$ cat src/rtl/sl_tx_fifo.sv
// SL-line transmitter: register-mapped word FIFO feeding a phase-timed frame FSM
// (start, N data bits with gaps, parity, stop) on a differential sl0/sl1 pair.
module sl_tx_fifo #(
  parameter int MAX_BITS   = 32,
  parameter int FIFO_DEPTH = 4,
  parameter int DIV_W      = 8
) (
  input  logic        clk,
  input  logic        rst_n,
  input  logic [1:0]  addr,
  input  logic        wr_en,
  input  logic [31:0] d_in,
  output logic [31:0] d_out,
  output logic        sl0,
  output logic        sl1,
  output logic        irq
);

  localparam int AW = $clog2(FIFO_DEPTH);
  localparam int CW = AW + 1;
  localparam logic [5:0]       MAX_N    = 6'(MAX_BITS);
  localparam logic [CW-1:0]    DEPTH_C  = CW'(FIFO_DEPTH);
  localparam logic [DIV_W-1:0] DIV_RST  = DIV_W'(1);

  localparam logic [2:0] ST_IDLE   = 3'd0;
  localparam logic [2:0] ST_START  = 3'd1;
  localparam logic [2:0] ST_DATA   = 3'd2;
  localparam logic [2:0] ST_GAP    = 3'd3;
  localparam logic [2:0] ST_PARITY = 3'd4;
  localparam logic [2:0] ST_PGAP   = 3'd5;
  localparam logic [2:0] ST_STOP   = 3'd6;
  localparam logic [2:0] ST_END    = 3'd7;

  logic [2:0]          state_q, state_d;
  logic [DIV_W-1:0]    phase_q, phase_d;
  logic [5:0]          bit_cnt_q, bit_cnt_d;
  logic [MAX_BITS-1:0] shift_q, shift_d;
  logic                par_q, par_d;
  logic                sl0_q, sl0_d;
  logic                sl1_q, sl1_d;
  logic                irq_q, irq_d;
  logic [31:0]         last_word_q, last_word_d;

  logic [5:0]          cfg_n_q, cfg_n_d;
  logic                cfg_irq_en_q, cfg_irq_en_d;
  logic                cfg_par_even_q, cfg_par_even_d;
  logic [DIV_W-1:0]    cfg_div_q, cfg_div_d;

  logic                ovf_q, ovf_d;
  logic                cfg_err_q, cfg_err_d;
  logic                done_q, done_d;

  logic [31:0]         mem [FIFO_DEPTH];
  logic [AW-1:0]       wr_ptr_q, wr_ptr_d;
  logic [AW-1:0]       rd_ptr_q, rd_ptr_d;
  logic [CW-1:0]       count_q, count_d;

  logic                fifo_empty, fifo_full;
  logic                wr_data, wr_cfg, wr_stat;
  logic                push, pop, start_frame, done_set, ovf_set;
  logic                phase_end, cfg_ok, parity_bit;
  logic [5:0]          new_n;
  logic [DIV_W-1:0]    new_div;
  logic [31:0]         head;
  logic [31:0]         cfg_rd, stat_rd;

  assign fifo_empty = (count_q == '0);
  assign fifo_full  = (count_q == DEPTH_C);
  assign wr_data    = wr_en && (addr == 2'd0);
  assign wr_cfg     = wr_en && (addr == 2'd1);
  assign wr_stat    = wr_en && (addr == 2'd2);
  assign phase_end  = (phase_q == cfg_div_q);
  assign head       = mem[rd_ptr_q];

  // A pop in the same cycle frees the slot, so a write to a full FIFO still lands.
  assign push    = wr_data && (!fifo_full || pop);
  assign ovf_set = wr_data && fifo_full && !pop;

  assign new_n   = d_in[5:0];
  assign new_div = d_in[8 +: DIV_W];
  assign cfg_ok  = !new_n[0] && (new_n >= 6'd8) && (new_n <= MAX_N) &&
                   (new_div != '0) && (state_q == ST_IDLE) && fifo_empty;

  // Frame sequencer
  always_comb begin
    state_d     = state_q;
    phase_d     = phase_q + DIV_W'(1);
    bit_cnt_d   = bit_cnt_q;
    shift_d     = shift_q;
    par_d       = par_q;
    last_word_d = last_word_q;
    pop         = 1'b0;
    start_frame = 1'b0;
    done_set    = 1'b0;

    case (state_q)
      ST_IDLE: begin
        phase_d = '0;
        if (!fifo_empty) start_frame = 1'b1;
      end
      ST_START: begin
        if (phase_end) begin
          state_d = ST_DATA;
          phase_d = '0;
        end
      end
      ST_DATA: begin
        if (phase_end) begin
          state_d   = ST_GAP;
          phase_d   = '0;
          shift_d   = shift_q >> 1;
          par_d     = par_q ^ shift_q[0];
          bit_cnt_d = bit_cnt_q + 6'd1;
        end
      end
      ST_GAP: begin
        if (phase_end) begin
          state_d = (bit_cnt_q == cfg_n_q) ? ST_PARITY : ST_DATA;
          phase_d = '0;
        end
      end
      ST_PARITY: begin
        if (phase_end) begin
          state_d = ST_PGAP;
          phase_d = '0;
        end
      end
      ST_PGAP: begin
        if (phase_end) begin
          state_d = ST_STOP;
          phase_d = '0;
        end
      end
      ST_STOP: begin
        if (phase_end) begin
          state_d = ST_END;
          phase_d = '0;
        end
      end
      ST_END: begin
        if (phase_end) begin
          done_set = 1'b1;
          phase_d  = '0;
          if (!fifo_empty) start_frame = 1'b1;
          else             state_d     = ST_IDLE;
        end
      end
      default: begin
        state_d = ST_IDLE;
        phase_d = '0;
      end
    endcase

    if (start_frame) begin
      state_d     = ST_START;
      phase_d     = '0;
      pop         = 1'b1;
      shift_d     = head[MAX_BITS-1:0];
      last_word_d = head;
      bit_cnt_d   = '0;
      par_d       = 1'b0;
    end
  end

  // Lines are decoded from the next state so they switch on the same edge as the FSM.
  assign parity_bit = par_d ^ ~cfg_par_even_q;

  always_comb begin
    sl0_d = 1'b1;
    sl1_d = 1'b1;
    case (state_d)
      ST_DATA: begin
        sl0_d = shift_d[0];
        sl1_d = ~shift_d[0];
      end
      ST_PARITY: begin
        sl0_d = parity_bit;
        sl1_d = ~parity_bit;
      end
      ST_STOP: begin
        sl0_d = 1'b0;
        sl1_d = 1'b0;
      end
      default: begin
        sl0_d = 1'b1;
        sl1_d = 1'b1;
      end
    endcase
  end

  // Register file: CONFIG load/reject and sticky status flags (set beats clear)
  always_comb begin
    cfg_n_d        = cfg_n_q;
    cfg_irq_en_d   = cfg_irq_en_q;
    cfg_par_even_d = cfg_par_even_q;
    cfg_div_d      = cfg_div_q;
    cfg_err_d      = cfg_err_q;
    ovf_d          = ovf_q;
    done_d         = done_q;

    if (wr_stat && d_in[3]) ovf_d     = 1'b0;
    if (wr_stat && d_in[4]) cfg_err_d = 1'b0;
    if (wr_stat && d_in[5]) done_d    = 1'b0;

    if (wr_cfg) begin
      if (cfg_ok) begin
        cfg_n_d        = new_n;
        cfg_irq_en_d   = d_in[6];
        cfg_par_even_d = d_in[7];
        cfg_div_d      = new_div;
      end else begin
        cfg_err_d = 1'b1;
      end
    end

    if (ovf_set)  ovf_d  = 1'b1;
    if (done_set) done_d = 1'b1;

    irq_d = cfg_irq_en_d & done_d;
  end

  always_comb begin
    wr_ptr_d = wr_ptr_q;
    rd_ptr_d = rd_ptr_q;
    count_d  = count_q;
    if (push) wr_ptr_d = wr_ptr_q + AW'(1);
    if (pop)  rd_ptr_d = rd_ptr_q + AW'(1);
    case ({push, pop})
      2'b10:   count_d = count_q + CW'(1);
      2'b01:   count_d = count_q - CW'(1);
      default: count_d = count_q;
    endcase
  end

  always_ff @(posedge clk) begin
    if (push) mem[wr_ptr_q] <= d_in;
  end

  always_ff @(posedge clk or negedge rst_n) begin
    if (!rst_n) begin
      state_q        <= ST_IDLE;
      phase_q        <= '0;
      bit_cnt_q      <= '0;
      shift_q        <= '0;
      par_q          <= 1'b0;
      sl0_q          <= 1'b1;
      sl1_q          <= 1'b1;
      irq_q          <= 1'b0;
      last_word_q    <= '0;
      cfg_n_q        <= 6'd8;
      cfg_irq_en_q   <= 1'b0;
      cfg_par_even_q <= 1'b0;
      cfg_div_q      <= DIV_RST;
      ovf_q          <= 1'b0;
      cfg_err_q      <= 1'b0;
      done_q         <= 1'b0;
      wr_ptr_q       <= '0;
      rd_ptr_q       <= '0;
      count_q        <= '0;
    end else begin
      state_q        <= state_d;
      phase_q        <= phase_d;
      bit_cnt_q      <= bit_cnt_d;
      shift_q        <= shift_d;
      par_q          <= par_d;
      sl0_q          <= sl0_d;
      sl1_q          <= sl1_d;
      irq_q          <= irq_d;
      last_word_q    <= last_word_d;
      cfg_n_q        <= cfg_n_d;
      cfg_irq_en_q   <= cfg_irq_en_d;
      cfg_par_even_q <= cfg_par_even_d;
      cfg_div_q      <= cfg_div_d;
      ovf_q          <= ovf_d;
      cfg_err_q      <= cfg_err_d;
      done_q         <= done_d;
      wr_ptr_q       <= wr_ptr_d;
      rd_ptr_q       <= rd_ptr_d;
      count_q        <= count_d;
    end
  end

  assign cfg_rd  = {{(24-DIV_W){1'b0}}, cfg_div_q, cfg_par_even_q, cfg_irq_en_q, cfg_n_q};
  assign stat_rd = {16'd0, 8'(count_q), 2'b00, done_q, cfg_err_q, ovf_q,
                    fifo_full, fifo_empty, (state_q != ST_IDLE)};

  always_comb begin
    case (addr)
      2'd0:    d_out = last_word_q;
      2'd1:    d_out = cfg_rd;
      2'd2:    d_out = stat_rd;
      default: d_out = 32'd0;
    endcase
  end

  assign sl0 = sl0_q;
  assign sl1 = sl1_q;
  assign irq = irq_q;

endmodule
$ cat config.mk
export PLATFORM = sky130hd
export DESIGN_NAME = sl_tx_fifo
export DESIGN_NICKNAME = d
export VERILOG_FILES = /design/src/rtl/sl_tx_fifo.sv
export SDC_FILE = /design/constraint.sdc
export NUM_CORES = 1
export LEC_CHECK = 0
export ABC_AREA = 1
export CELL_PAD_IN_SITES_DETAIL_PLACEMENT = 0
export CELL_PAD_IN_SITES_GLOBAL_PLACEMENT = 1
export CORE_ASPECT_RATIO = 0.75
export CORE_UTILIZATION = 50
export CTS_CLUSTER_SIZE = 8
export DETAILED_ROUTE_END_ITERATION = 8
export GPL_TIMING_DRIVEN = 1
export HOLD_SLACK_MARGIN = 0.15
export PLACE_DENSITY = 0.82
export SYNTH_ARGS = -nofsm -noshare
export SYNTH_HDL_FRONTEND = slang
export SYNTH_SLANG_ARGS = --single-unit
export TNS_END_PERCENT = 30
$ cat constraint.sdc
create_clock -name clk -period 4.9 [get_ports clk]
set_input_delay 0.98 -clock clk [delete_from_list [all_inputs] [get_ports clk]]
set_output_delay 0.98 -clock clk [all_outputs]
set_load 0.005 [all_outputs]
# [Word level (Yosys, flattened, before mapping)]
# Memories as Yosys holds them, arrays and structs flattened.
# Cells that the tools add are included.
# W data, S select, Z words.
[word_totals] regBits=111 latchBits=0 ramBits=128 rom_bits=0 inputBits=37 out_inout_bits=35 elab_cells=126 memories=1
[op_classes] add_sub_neg=6 n_mul=0 div_mod_pow=0 n_lt_le_gt_ge=2 eq_ne=17 shifts=0 n_mux=44 n_bitwise=6 n_reduce_logical=30
[mem_list] memory="mem" depth=4 width=32 rd=1 rd_ports_with_merged_regs=0 wr=1 line="53" rtl="logic [31:0] mem [FIFO_DEPTH];"
[ops] operator="$mux W32" count=3
[ops] operator="$pmux W32 S3" count=1
[ops] operator="$mux W3" count=10
[ops] operator="$eq A3 B3 Y1 const B" count=7
[ops] operator="$pmux W3 S7" count=1
[ops] operator="$mux W1" count=19
[ops] operator="$mux W6" count=3
[ops] operator="$mux W8" count=2
[ops] operator="$pmux W8 S2" count=1
[ops] operator="$logic_and A1 B1 Y1" count=14
[ops] operator="$eq A3 B2 Y1 const B" count=3
[ops] operator="$add A8 B1 Y8 const B" count=1
[ops] operator="$eq A8 B8 Y1" count=1
[ops] operator="$reduce_bool A2 Y1" count=4
[ops] operator="$reduce_bool A8 Y1" count=1
[ops] operator="$reduce_or A7 Y1" count=1
[ops] operator="$add A6 B1 Y6 const B" count=1
[ops] operator="$eq A6 B6 Y1" count=1
[ops] operator="$ge A6 B4 Y1 const B" count=1
[ops] operator="$le A6 B6 Y1 const B" count=1
[ops] operator="$logic_not A3 Y1" count=2
[ops] operator="$pmux W1 S3" count=2
[ops] operator="$pmux W3 S2" count=1
[ops] operator="$add A2 B1 Y2 const B" count=2
[ops] operator="other kinds (14)" count=22

# [Longest topological paths before layout]
# Gate-level depths: netlist of the first run.
[depth] word_depth=9 mapped_depth=17 mapped_depth_nobuf=17

# [Least setup slack after synthesis of the first run]
# OpenSTA, ideal clock, no wires.
[synth_path] path_type="input port to flip-flop" from="in addr[1]" to="mem mem[0][0], enable pin" setup_time_ns=0.421 t_arrival_ns=2.790 required_ns=4.479 setup_slack_ns=1.689 stages=5 path_buffers=0 cell_sequence="inv_1 nand2_1 nor2_1 nand2_2 nor2_1"
[synth_via] elab_chain_len=5
[synth_rtl] item="start: declaration" line="10" rtl="input logic [1:0] addr,"
[synth_rtl] item="$logic_not A2 Y1" line="69" rtl="assign wr_data = wr_en && (addr == 2'd0);"
[synth_rtl] item="$logic_and A1 B1 Y1" line="69"
[synth_rtl] item="$logic_and A1 B1 Y1" line="76" rtl="assign push = wr_data && (!fifo_full || pop);"
[synth_rtl] item="$mux W1" line="236" rtl="if (push) mem[wr_ptr_q] <= d_in;"
[synth_rtl] item="$mux W1 (implied by the code)" line="236"
[synth_rtl] item="end: declaration" line="53"
# Every way passes these cells.

# [Final worst setup path of the first run]
[layout_path] from="in addr[0]" to="out d_out[8]"
[layout_via] elab_chain_len=2 elab_cells_between_ends=4 classes_between="2 x eq/ne; 1 x mux; 1 x reduce/logical"
[layout_rtl] item="$eq A2 B2 Y1, or another cell as far along" line="288" rtl="case (addr)"
[layout_rtl] item="$pmux W32 S3 (*)" line="288"
[layout_rtl] item="end: declaration" line="13" rtl="output logic [31:0] d_out,"
# Every way passes the cells marked *; elsewhere a longest branch is shown, timed or not.

==> results of run 1 <==
## how the worst min path moves through the flow
stage / from / endpoint / slack, ns / depth (start not counted)
2_1_floorplan: phase_q[0] / phase_q[0] / 0.46 / 1
3_3_place_gp: phase_q[0] / phase_q[0] / 0.50 / 1
3_5_place_dp: phase_q[0] / phase_q[0] / 0.50 / 1
4_1_cts: phase_q[0] / phase_q[0] / 0.51 / 1
5_1_grt: phase_q[0] / phase_q[0] / 0.53 / 1
6_report: phase_q[0] / phase_q[0] / 0.51 / 1
## power groups by stage
stage	registers, mW	logic [mW]	clock network (mW)
floorplan	2.67	1.41	0
global placement	2.77	1.83	0
detailed placement	2.78	1.87	0
CTS	2.75	1.88	2.24
global route	2.79	2.12	2.34
finish	2.75	1.86	2.20
## registers in the layout, indices dropped and copies added, names as in the netlist, 2 cells and up
| register | flops |
|---|---|
| mem | 128 |
| last_word_q | 32 |
| shift_q | 32 |
| cfg_div_q | 8 |
| phase_q | 8 |
| bit_cnt_q | 6 |
| cfg_n_q | 6 |
| count_q | 3 |
| state_q | 3 |
| rd_ptr_q | 2 |
| wr_ptr_q | 2 |
## cells in the mapped netlist (all sizes together), types with 2 or more instances
master,instances
nor2,157
nand2,153
edfxtp,128
inv,128
dfrtp,107
o21ai,89
o221ai,38
o32ai,32
nand3,26
clkbuf,24
buf,20
xor2,9
nand4,8
ha,7
o22ai,7
a21oi,6
nor3,6
dfstp,4
xnor2,4
a31oi,2
a32o,2
nor4,2
## area by class of cell
cell class / instances / area, sq um / share of cell area [%]
clock buffers: 61 / 1020 / 8.37
flip-flops and latches: 239 / 6630 / 54.6
repair buffers: 85 / 813 / 6.70
multi-input cells: 552 / 2890 / 23.8
well taps: 253 / 317 / 2.61
inverters: 129 / 484 / 3.99
## cell families after synthesis
logic type	share of synthesized area (%)
AND/OR/NAND/NOR	14.2
flip-flops	65.0
AO/OA/AOI/OAI	11.6
buffers and inverters	7.05
XOR/XNOR	1.12
adder cells (fa/ha/maj)	1.05
## per-layer routing
metal / up-vias / share of wire (%) / GRT usage [%]
li1: 3443 / - / -
met1: 3431 / 48 / 33.6
met2: 172 / 45 / 35.3
met3: 34 / 5.2 / 3.83
met4: 0 / 1.5 / 6.37
met5: - / 0 / 0
## worst register-to-register path, stage by stage (launching register included)
cell                      delay (ns)
sky130_fd_sc_hd__dfstp_2        0.53
sky130_fd_sc_hd__inv_1          0.07
sky130_fd_sc_hd__nand2_1        0.07
sky130_fd_sc_hd__nand2_1        0.06
sky130_fd_sc_hd__nor2_1         0.12
sky130_fd_sc_hd__nand2_1        0.07
sky130_fd_sc_hd__nor2_2         0.07
sky130_fd_sc_hd__buf_4          0.20
sky130_fd_sc_hd__nand2_1        0.12
sky130_fd_sc_hd__nand2_2        0.12
sky130_fd_sc_hd__nand2_4        0.16
sky130_fd_sc_hd__nand2_1        0.12
sky130_fd_sc_hd__nand2_2        0.21
sky130_fd_sc_hd__nor2_4         0.74
sky130_fd_sc_hd__buf_4          0.29
==> reports/qor.log, run 1 <==
qor: yosys.postSynthAreaPerCell 10.6 sq um
qor: sta.timing.slew.headroom 23.9%
qor: cts.cts_tree done
qor: worst_setup_path.critical_path_cell_count 6
qor: pwr.cellLeakagePower 4.92 nW
qor: yosys.synth-seq-cells 239
qor: pwr.totalPowerFinal 6.81 mW
qor: yosys.synth_largest_area_cell sky130_fd_sc_hd__edfxtp_1
qor: sta.setup_ws 0.822 ns
qor: sta.final.hold.worst_slack 0.506 ns
qor: cts.cts_sinks 239
qor: sta.worst-slew-pin-transition 1.14 ns
qor: yosys.syn-cell-area 0.0102 sq mm
qor: worst_hold_path.hold_path.class flop to flop
qor: layout.area_growth_from_synthesis_to_layout 19.1%
qor: cts.clk_path_buf_depth 3
qor: pwr.share_comb_of_total_power 27.3%
qor: global_routing.aggregate_global_route_resource_usage 22.8%
qor: yosys.synth_fp_nets 1009
qor: worst_setup_path.crit_path_max_incr_delay 0.55 ns
qor: worst_setup_path.cp-start-kind input pin
qor: place.dp_cells 1258
qor: place.placement.cell_area 0.0111 sq mm
qor: layout.final_design_area_no_fill 0.0121 sq mm
qor: cts.clk_transition_reported_paths 0.05 ns
qor: layout.final_core_area_utilization 61.8%
qor: global_routing.grt_pass1_wl 37300 microns
qor: floorplanning.top_level_ports 72
qor: layout.layout.cells.most_common_list sky130_fd_sc_hd__nor2_1, sky130_fd_sc_hd__nand2_1, sky130_fd_sc_hd__edfxtp_1, sky130_fd_sc_hd__inv_1, sky130_fd_sc_hd__dfrtp_1
qor: pwr.power.clock.fraction 32.3%
qor: worst_setup_path.worst-endpoint-arrival 3.10 ns
qor: routing.post-route-drc-count 0
qor: pwr.worst_ir_drop_vdd 427 uV
qor: worst_setup_path.timing.rr.end mem[1][28]
qor: yosys.ys.flop_type sky130_fd_sc_hd__edfxtp_1
qor: worst_setup_path.slack_of_the_worst_reg_to_reg_path 1.64 ns
qor: place.dp_hpwl 14500 microns
qor: floorplanning.die_width 167 microns
qor: worst_setup_path.r2r-start cfg_div_q[0]
qor: floorplanning.number_of_standard_cell_rows_in_the_floorplan 44
qor: sta.slew_violations 0
qor: cts.cts-hold-fix-buffers 0
qor: worst_setup_path.critPathCapture d_out[8]
qor: cts.clockRootBuffer sky130_fd_sc_hd__clkbuf_16
qor: floorplanning.core_region_area 0.0197 sq mm
qor: sta.setup-tns-final 0 ns
qor: yosys.synth_cell_type_count 38
qor: cts.postCtsSetupBuffers 0
qor: sta.finalHoldViolCount 0
qor: yosys.synthesized_instance_count 964
qor: worst_setup_path.worstPathCellList clkdlybuf4s50_1 -> inv_1 -> nor2_1 -> clkinv_1 -> o221ai_1 -> clkdlybuf4s50_1
qor: floorplanning.die-height 126 microns
qor: worst_setup_path.cp_max_fo 17
qor: place.gp_congestion 0.836
qor: sta.skew 0.0173 ns
qor: yosys.synth_edf_count 128
qor: worst_setup_path.critical_path_capture_point_type primary output
qor: run_status.status complete, no violations
qor: routing.drtPass1Iterations 5
qor: cts.clock_latency 0.49 ns
qor: pwr.internal_power_of_the_cells 4.58 mW
qor: layout.final.fill_count 1625
qor: sta.period_share 83.2%
qor: routing.postRouteWirelength 22800 microns
qor: layout.diodes 0
qor: worst_setup_path.worst_ep_required_time 3.92 ns
qor: pwr.switching_share 32.8%
qor: global_routing.first_global_vias 6972
qor: sta.final_setup_viols 0
qor: global_routing.grt_overflow 0
qor: layout.numnets_final 1087
qor: cts.cts_buffers 35
qor: routing.routed_via_density 5.37
qor: yosys.asyncSetResetFlopFracSynth 46.4%
qor: cts.htree_levels 2
qor: place.port_buffers 71
qor: sta.timing.fmax 245 MHz
qor: worst_setup_path.timing.setup.critical_path_class input pin to primary output
qor: routing.num_vias 7080
qor: yosys.synthDominantCellAreaShare 37.7%
qor: global_routing.antenna_found_initial 0
qor: floorplanning.fp.dieArea 0.0210 sq mm
qor: worst_setup_path.cp_num_buf_inv 4
qor: floorplanning.floorplan.initialDensity 51.9%
qor: sta.final.min_clock_period 4.08 ns
qor: worst_setup_path.timing.critical_path.from addr[0]
qor: yosys.synth_sequential_area_ratio 65.0%
qor: yosys.netlist_top_cells_area sky130_fd_sc_hd__edfxtp_1, sky130_fd_sc_hd__dfrtp_1, sky130_fd_sc_hd__nor2_1
qor: cts.cts.repair.resized 0
qor: worst_setup_path.critical_path.top_delay_family buffers and inverters
qor: pwr.power.share.sequential 40.4%
qor: pwr.power_switching 2.23 mW
qor: routing.route.detailed.wl_per_inst 17.3 microns
qor: yosys.ys.warnings.count 0
qor: sta.unrepaired_setup_endpoints_after_global_routing no
qor: routing.initial_detailed_routing_violation_count 783
qor: place.dp_slack 0.841 ns
qor: layout.fin_cells 1319
qor: flow_run.max_cap_viols 0
qor: worst_setup_path.critical-path-top-cell-by-count sky130_fd_sc_hd__clkdlybuf4s50_1
qor: layout.final_common_cell sky130_fd_sc_hd__nor2_1
qor: global_routing.largest_net_degree_at_the_start_of_global_routing 68
qor: worst_setup_path.r2r.worst_path.cells 14
qor: routing.drtAntennaViolNets 0
qor: worst_setup_path.crit_slowest_cell sky130_fd_sc_hd__clkdlybuf4s50_1
qor: layout.final_layout_size_suffix_gt1_share 7.50%
qor: pwr.cellPowerDensity 561 mW/mm^2
Note: power is estimated with default switching activity, not from simulation.
==> run 2: changes to the inputs <==
--- a/config.mk
+++ b/config.mk
@@ -9,12 +9,12 @@
 export CELL_PAD_IN_SITES_DETAIL_PLACEMENT = 0
 export CELL_PAD_IN_SITES_GLOBAL_PLACEMENT = 1
 export CORE_ASPECT_RATIO = 0.75
-export CORE_UTILIZATION = 50
+export CORE_UTILIZATION = 47
 export CTS_CLUSTER_SIZE = 8
 export DETAILED_ROUTE_END_ITERATION = 8
 export GPL_TIMING_DRIVEN = 1
 export HOLD_SLACK_MARGIN = 0.15
-export PLACE_DENSITY = 0.82
+export PLACE_DENSITY = 0.78
 export SYNTH_ARGS = -nofsm -noshare
 export SYNTH_HDL_FRONTEND = slang
 export SYNTH_SLANG_ARGS = --single-unit
==> constraint.sdc (replaced) <==
create_clock -name clk -period 3.8 [get_ports clk]
set_input_delay 0.76 -clock clk [delete_from_list [all_inputs] [get_ports clk]]
set_output_delay 0.76 -clock clk [all_outputs]
set_load 0.005 [all_outputs]
==> reports/qor.log, run 2 (synthesized netlist as in run 1, its figures left out) <==
qor: pwr.cellLeakagePower 4.99 nW [was 4.92 nW]
qor: floorplanning.top_level_ports 72 [unchanged]
qor: global_routing.first_global_vias 6810 [was 6972]
qor: worst_setup_path.timing.rr.end count_q[2] [was mem[1][28]]
qor: routing.initial_detailed_routing_violation_count 572 [was 783]
qor: cts.cts.repair.resized 0 [unchanged]
qor: worst_setup_path.slack_of_the_worst_reg_to_reg_path 0.91 ns [was 1.64 ns]
qor: place.gp_congestion 0.843 [was 0.836]
qor: layout.final_core_area_utilization 58.2% [was 61.8%]
qor: floorplanning.die_width 172 microns [was 167 microns]
qor: floorplanning.floorplan.initialDensity 48.2% [was 51.9%]
qor: place.dp_cells 1305 [was 1258]
qor: cts.cts-hold-fix-buffers 0 [unchanged]
qor: worst_setup_path.critical_path_capture_point_type primary output [unchanged]
qor: cts.cts_sinks 239 [unchanged]
qor: sta.final.min_clock_period 3.36 ns
qor: global_routing.grt_pass1_wl 37000 microns [was 37300 microns]
qor: pwr.worst_ir_drop_vdd 453 uV [was 427 uV]
qor: global_routing.antenna_found_initial 0 [unchanged]
qor: cts.clock_latency 0.50 ns [was 0.49 ns]
qor: sta.timing.fmax 298 MHz
qor: worst_setup_path.r2r.worst_path.cells 18 [was 14]
qor: routing.met2_layer_wire_length_in_the_routed_design 10300 microns [about the same]
qor: layout.biggestRegsByFlops mem (128), last_word_q (32), shift_q (32) [unchanged]
qor: routing.dr.max_layer_used met4 [unchanged]
qor: worst_setup_path.cp_max_fo 11 [was 17]
qor: routing.route.detailed.wl_per_inst 17.0 microns [was 17.3 microns]
qor: layout.final_common_cell sky130_fd_sc_hd__nor2_1 [unchanged]
qor: floorplanning.number_of_standard_cell_rows_in_the_floorplan 46 [was 44]
qor: layout.final.fill_count 1825 [was 1625]
qor: layout.final_layout_size_suffix_gt1_share 8.62% [was 7.50%]
qor: cts.htree_levels 2 [unchanged]
qor: layout.number_of_flip_flops_in_the_largest_register 128 [unchanged]
qor: layout.numnets_final 1099 [was 1087]
qor: cts.clk_transition_reported_paths 0.05 ns [about the same]
qor: flow_run.max_cap_viols 0 [unchanged]
qor: worst_setup_path.worst_ep_required_time 3.04 ns [was 3.92 ns]
qor: layout.area_growth_from_synthesis_to_layout 20.8% [was 19.1%]
qor: global_routing.largest_net_degree_at_the_start_of_global_routing 66 [was 68]
qor: worst_setup_path.worstPathCellList clkdlybuf4s50_1 -> inv_1 -> nor2_1 -> clkinv_1 -> buf_4 -> o221ai_1 -> clkdlybuf4s50_1 [was clkdlybuf4s50_1 -> inv_1 -> nor2_1 -> clkinv_1 -> o221ai_1 -> clkdlybuf4s50_1]
qor: sta.final_setup_viols 0 [unchanged]
qor: floorplanning.core_region_area 0.0212 sq mm [was 0.0197 sq mm]
qor: global_routing.aggregate_global_route_resource_usage 21.8% [was 22.8%]
qor: layout.fin_cells 1367 [was 1319]
qor: routing.num_vias 7193 [was 7080]
qor: sta.timing.slew.headroom 42.5% [was 23.9%]
qor: routing.detail_route.wirelength.met1 11500 microns [was 11000 microns]
qor: worst_hold_path.hold_path.class input pin to asynchronous set/reset pin [was flop to flop]
qor: routing.drtPass1Iterations 5 [unchanged]
qor: worst_setup_path.timing.setup.critical_path_class input pin to primary output [unchanged]
qor: routing.met3_length 1110 microns [was 1180 microns]
qor: worst_setup_path.critical_path.top_delay_family buffers and inverters [unchanged]
qor: worst_setup_path.critical-path-top-cell-by-count sky130_fd_sc_hd__clkdlybuf4s50_1 [unchanged]
qor: routing.post-route-drc-count 0 [unchanged]
qor: floorplanning.fp.dieArea 0.0223 sq mm [was 0.0210 sq mm]
qor: sta.final.hold.worst_slack 0.307 ns [was 0.506 ns]
qor: routing.routed_via_density 5.26 [was 5.37]
qor: layout.layout.cells.most_common_list sky130_fd_sc_hd__nor2_1, sky130_fd_sc_hd__nand2_1, sky130_fd_sc_hd__edfxtp_1, sky130_fd_sc_hd__inv_1, sky130_fd_sc_hd__dfrtp_1 [unchanged]
qor: routing.postRouteWirelength 23200 microns [was 22800 microns]
qor: worst_setup_path.cp_num_buf_inv 5 [was 4]
qor: sta.setup_ws 0.439 ns [was 0.822 ns]
qor: run_status.status complete, no violations [unchanged]
qor: cts.clockRootBuffer sky130_fd_sc_hd__clkbuf_16 [unchanged]
qor: place.dp_slack 0.441 ns [was 0.841 ns]
qor: cts.cts_buffers 35 [unchanged]
qor: sta.slew_violations 0 [unchanged]
qor: worst_setup_path.r2r-start phase_q[5] [was cfg_div_q[0]]
qor: sta.skew 0.0113 ns [was 0.0173 ns]
qor: sta.setup-tns-final 0 ns [unchanged]
qor: place.port_buffers 71 [unchanged]
qor: pwr.cellPowerDensity 718 mW/mm^2 [was 561 mW/mm^2]
qor: worst_setup_path.cp-start-kind input pin [unchanged]
qor: cts.clk_path_buf_depth 3 [unchanged]
qor: cts.postCtsSetupBuffers 0 [unchanged]
qor: layout.top_register mem [unchanged]
qor: sta.period_share 88.4%
qor: sta.unrepaired_setup_endpoints_after_global_routing no [unchanged]
qor: floorplanning.die-height 130 microns [was 126 microns]
qor: cts.cts_tree done [unchanged]
qor: layout.diodes 0 [unchanged]
qor: sta.worst-slew-pin-transition 0.863 ns [was 1.14 ns]
qor: worst_setup_path.crit_slowest_cell sky130_fd_sc_hd__clkdlybuf4s50_1 [unchanged]
qor: sta.finalHoldViolCount 0 [unchanged]
qor: routing.drtAntennaViolNets 0 [unchanged]
qor: place.dp_hpwl 14700 microns [was 14500 microns]
qor: global_routing.grt_overflow 0 [unchanged]
qor: worst_setup_path.crit_path_max_incr_delay 0.53 ns [was 0.55 ns]
qor: worst_setup_path.worst-endpoint-arrival 2.60 ns [was 3.10 ns]
==> run 2: cell types whose count changed in the layout (fill, tap and decap cells not counted) <==
cell,change
sky130_fd_sc_hd__clkbuf_16,-1
sky130_fd_sc_hd__inv_6,+1
sky130_fd_sc_hd__buf_4,+9
sky130_fd_sc_hd__buf_12,+3
sky130_fd_sc_hd__clkinv_8,+1
==> run 2: layout make-up <==
cell class	count	area [sq um]	area share (%)
sequential	239	6630	53.8
multi-input combinational	552	2890	23.4
clock inverter	2	25.0	0.203
tap	288	360	2.93
timing repair buffer	97	941	7.64
clock buffer	60	991	8.05
inverter	129	484	3.93
==> run 2: worst reg2reg max path, cell delays in order, from the launching register on <==
cell                      delay [ns]
sky130_fd_sc_hd__dfrtp_1        0.42
sky130_fd_sc_hd__inv_1          0.14
sky130_fd_sc_hd__nand2_1        0.07
sky130_fd_sc_hd__nand2_1        0.05
sky130_fd_sc_hd__nor2_1         0.05
sky130_fd_sc_hd__nand2_1        0.09
sky130_fd_sc_hd__nor2_2         0.06
sky130_fd_sc_hd__buf_4          0.18
sky130_fd_sc_hd__nand2_1        0.10
sky130_fd_sc_hd__nand2_2        0.09
sky130_fd_sc_hd__nand2_4        0.06
sky130_fd_sc_hd__nand2_1        0.06
sky130_fd_sc_hd__nand2_2        0.31
sky130_fd_sc_hd__ha_1           0.22
sky130_fd_sc_hd__inv_1          0.07
sky130_fd_sc_hd__fa_1           0.38
sky130_fd_sc_hd__a21oi_1        0.15
sky130_fd_sc_hd__o21ai_0        0.11
sky130_fd_sc_hd__xor2_1         0.15
==> run 2: worst max path at each step <==
stage                       from        end  slack, ns  cells past startpoint
floorplan           cfg_div_q[0]  mem[0][0]       0.62                     12
global placement         addr[0]   d_out[8]       0.48                      7
detailed placement       addr[0]   d_out[0]       0.44                      7
CTS                      addr[0]   d_out[0]       0.43                      7
global route             addr[0]  d_out[10]       0.23                      7
finish                   addr[0]   d_out[8]       0.44                      7
==> run 2: per-stage QoR <==
| step | area (sq um) | total power [mW] |
|---|---|---|
| 2_1_floorplan | 10200 | 5.25 |
| 3_3_place_gp | 11300 | 5.99 |
| 3_5_place_dp | 11300 | 6.03 |
| 4_1_cts | 12300 | 8.93 |
| 5_1_grt | 12300 | 9.41 |
| 6_report | 12300 | 8.84 |
==> run 2: power by group <==
group	total [mW]	leakage [nW]	switching, mW	internal, mW
Combinational	2.47	2.01	1.59	0.881
Sequential	3.51	2.49	0.247	3.26
Clock	2.85	0.483	1.09	1.76
==> run 2: layer usage <==
metal	vias up	GRT usage, %
li1	3472	-
met1	3498	33.0
met2	184	32.6
met3	39	3.67
met4	0	6.09
met5	-	0
==> run 3: changes to the inputs <==
--- a/config.mk
+++ b/config.mk
@@ -6,10 +6,10 @@
 export NUM_CORES = 1
 export LEC_CHECK = 0
 export ABC_AREA = 1
-export CELL_PAD_IN_SITES_DETAIL_PLACEMENT = 0
-export CELL_PAD_IN_SITES_GLOBAL_PLACEMENT = 1
+export CELL_PAD_IN_SITES_DETAIL_PLACEMENT = 1
+export CELL_PAD_IN_SITES_GLOBAL_PLACEMENT = 2
 export CORE_ASPECT_RATIO = 0.75
-export CORE_UTILIZATION = 47
+export CORE_UTILIZATION = 39
 export CTS_CLUSTER_SIZE = 8
 export DETAILED_ROUTE_END_ITERATION = 8
 export GPL_TIMING_DRIVEN = 1
==> constraint.sdc (replaced) <==
create_clock -name clk -period 3.4 [get_ports clk]
set_input_delay 0.68 -clock clk [delete_from_list [all_inputs] [get_ports clk]]
set_output_delay 0.68 -clock clk [all_outputs]
set_load 0.005 [all_outputs]
==> reports/qor.log, run 3 (synthesized netlist as in run 1, its figures left out) <==
qor: layout.top_register mem [unchanged]
qor: global_routing.largest_net_degree_at_the_start_of_global_routing 49 [was 66]
qor: layout.diodes 0 [unchanged]
qor: sta.final.min_clock_period 3.11 ns
qor: routing.num_vias 7383 [was 7193]
qor: worst_setup_path.worst-endpoint-arrival 2.43 ns [was 2.60 ns]
qor: floorplanning.fp.dieArea 0.0268 sq mm [was 0.0223 sq mm]
qor: worst_setup_path.timing.rr.end mem[0][2] [was count_q[2]]
qor: place.gp_congestion 0.797 [was 0.843]
qor: floorplanning.core_region_area 0.0253 sq mm [was 0.0212 sq mm]
qor: place.port_buffers 71 [unchanged]
qor: flow_run.max_cap_viols 0 [unchanged]
qor: layout.final_layout_size_suffix_gt1_share 8.79% [was 8.62%]
qor: routing.route.detailed.wl_per_inst 19.1 microns [was 17.0 microns]
qor: layout.number_of_flip_flops_in_the_largest_register 128 [unchanged]
qor: cts.clockRootBuffer sky130_fd_sc_hd__clkbuf_16 [unchanged]
qor: layout.biggestRegsByFlops mem (128), last_word_q (32), shift_q (32) [unchanged]
qor: sta.timing.fmax 322 MHz
qor: pwr.cellPowerDensity 809 mW/mm^2 [was 718 mW/mm^2]
qor: sta.skew 0.0125 ns [was 0.0113 ns]
qor: worst_setup_path.cp_max_fo 17 [was 11]
qor: routing.post-route-drc-count 0 [unchanged]
qor: sta.worst-slew-pin-transition 0.842 ns [was 0.863 ns]
qor: cts.clk_path_buf_depth 3 [unchanged]
qor: routing.drtAntennaViolNets 0 [unchanged]
qor: run_status.status complete, no violations [unchanged]
qor: routing.drtPass1Iterations 4 [was 5]
qor: cts.cts_sinks 239 [unchanged]
qor: global_routing.aggregate_global_route_resource_usage 21.2% [was 21.8%]
qor: floorplanning.die_width 189 microns [was 172 microns]
qor: pwr.worst_ir_drop_vdd 412 uV [was 453 uV]
qor: global_routing.grt_overflow 0 [unchanged]
qor: sta.unrepaired_setup_endpoints_after_global_routing no [unchanged]
qor: cts.postCtsSetupBuffers 0 [unchanged]
qor: pwr.totalPowerFinal 10.0 mW [was 8.84 mW]
qor: worst_hold_path.hold_path.class input pin to asynchronous set/reset pin [unchanged]
qor: cts.clock_latency 0.51 ns [was 0.50 ns]
qor: routing.postRouteWirelength 27100 microns [was 23200 microns]
qor: routing.routed_via_density 5.20 [was 5.26]
qor: cts.cts_tree done [unchanged]
qor: cts.cts.repair.resized 0 [unchanged]
qor: pwr.cellLeakagePower 5.00 nW [was 4.99 nW]
qor: sta.finalHoldViolCount 0 [unchanged]
qor: global_routing.first_global_vias 7893 [was 6810]
qor: layout.numnets_final 1101 [was 1099]
qor: floorplanning.die-height 142 microns [was 130 microns]
qor: global_routing.antenna_found_initial 0 [unchanged]
qor: sta.setup-tns-final 0 ns [unchanged]
qor: worst_setup_path.slack_of_the_worst_reg_to_reg_path 0.59 ns [was 0.91 ns]
qor: layout.final_common_cell sky130_fd_sc_hd__nor2_1 [unchanged]
qor: sta.period_share 91.4%
qor: worst_setup_path.r2r.worst_path.cells 14 [was 18]
qor: layout.layout.cells.most_common_list sky130_fd_sc_hd__nor2_1, sky130_fd_sc_hd__nand2_1, sky130_fd_sc_hd__edfxtp_1, sky130_fd_sc_hd__inv_1, sky130_fd_sc_hd__dfrtp_1 [unchanged]
qor: cts.cts-hold-fix-buffers 0 [unchanged]
qor: floorplanning.number_of_standard_cell_rows_in_the_floorplan 50 [was 46]
qor: sta.slew_violations 0 [unchanged]
qor: place.dp_hpwl 17900 microns [was 14700 microns]
qor: sta.timing.slew.headroom 43.4% [was 42.5%]
qor: global_routing.grt_pass1_wl 44000 microns [was 37000 microns]
qor: routing.initial_detailed_routing_violation_count 339 [was 572]
qor: worst_setup_path.cp-start-kind input pin [unchanged]
qor: sta.final_setup_viols 0 [unchanged]
qor: floorplanning.floorplan.initialDensity 40.3% [was 48.2%]
qor: cts.clk_transition_reported_paths 0.05 ns [about the same]
qor: layout.area_growth_from_synthesis_to_layout 21.6% [was 20.8%]
qor: floorplanning.top_level_ports 72 [unchanged]
qor: worst_setup_path.worst_ep_required_time 2.72 ns [was 3.04 ns]
qor: layout.final.fill_count 2787 [was 1825]
qor: worst_setup_path.timing.setup.critical_path_class input pin to primary output [unchanged]
qor: worst_setup_path.r2r-start phase_q[5] [unchanged]
qor: cts.cts_buffers 35 [unchanged]
qor: cts.htree_levels 2 [unchanged]
qor: worst_setup_path.critical_path_capture_point_type primary output [unchanged]
[run 3: cell types whose count changed in the layout (fill, tap and decap cells not counted), sizes merged]
cell / delta
buf: +2
[run 3: worst max path at each step]
stage / cells after the start / endpoint / start / slack (ns)
2_1_floorplan: 12 / mem[0][0] / cfg_div_q[0] / 0.22
3_3_place_gp: 6 / d_out[8] / addr[1] / 0.34
3_5_place_dp: 6 / d_out[0] / addr[0] / 0.27
4_1_cts: 6 / d_out[9] / addr[0] / 0.27
5_1_grt: 6 / d_out[0] / addr[0] / 0.14
6_report: 7 / d_out[9] / addr[0] / 0.29
[run 3: power breakdown]
group	switching [mW]	internal (mW)	leakage [nW]
Sequential	0.320	3.65	2.49
Combinational	1.86	0.988	2.03
Clock	1.24	1.97	0.483
Total	3.43	6.61	5.00
[run 3: stage by stage]
step                      util, %  cell area (sq um)  instances  worst slack (ns)  hold slack [ns]
final                        49.0              12400       1419             0.292            0.223
after global routing         49.0              12400       1419             0.144            0.267
after CTS                    49.0              12400       1419             0.268            0.231
after detailed placement     45.0              11400       1357             0.274            0.493
after global placement       45.0              11400       1357             0.337            0.475
after floorplan                 -              10200        964             0.217            0.384
[run 3: final cells by class]
cell class	count	area [sq um]	share of cell area [%]
repair buffers	99	968	7.81
clock buffers	60	991	7.99
inverters	129	484	3.90
flip-flops and latches	239	6630	53.4
well taps	338	423	3.41
multi-input cells	552	2890	23.3
clock inverters	2	25.0	0.202
[run 3: worst max-delay path: stages]
cell	delay (ns)
sky130_fd_sc_hd__clkdlybuf4s50_1	0.48
sky130_fd_sc_hd__inv_1	0.06
sky130_fd_sc_hd__nor2_1	0.18
sky130_fd_sc_hd__clkinv_1	0.09
sky130_fd_sc_hd__buf_4	0.22
sky130_fd_sc_hd__o221ai_1	0.18
sky130_fd_sc_hd__clkdlybuf4s50_1	0.53
[run 3: metal layers]
layer	vias to the layer above	track usage [%]	part of all wire, %
li1	3476	-	-
met4	0	4.97	1.5
met1	3736	30.2	49
met5	-	0	0
met3	35	3.62	3.9
met2	136	33.8	45
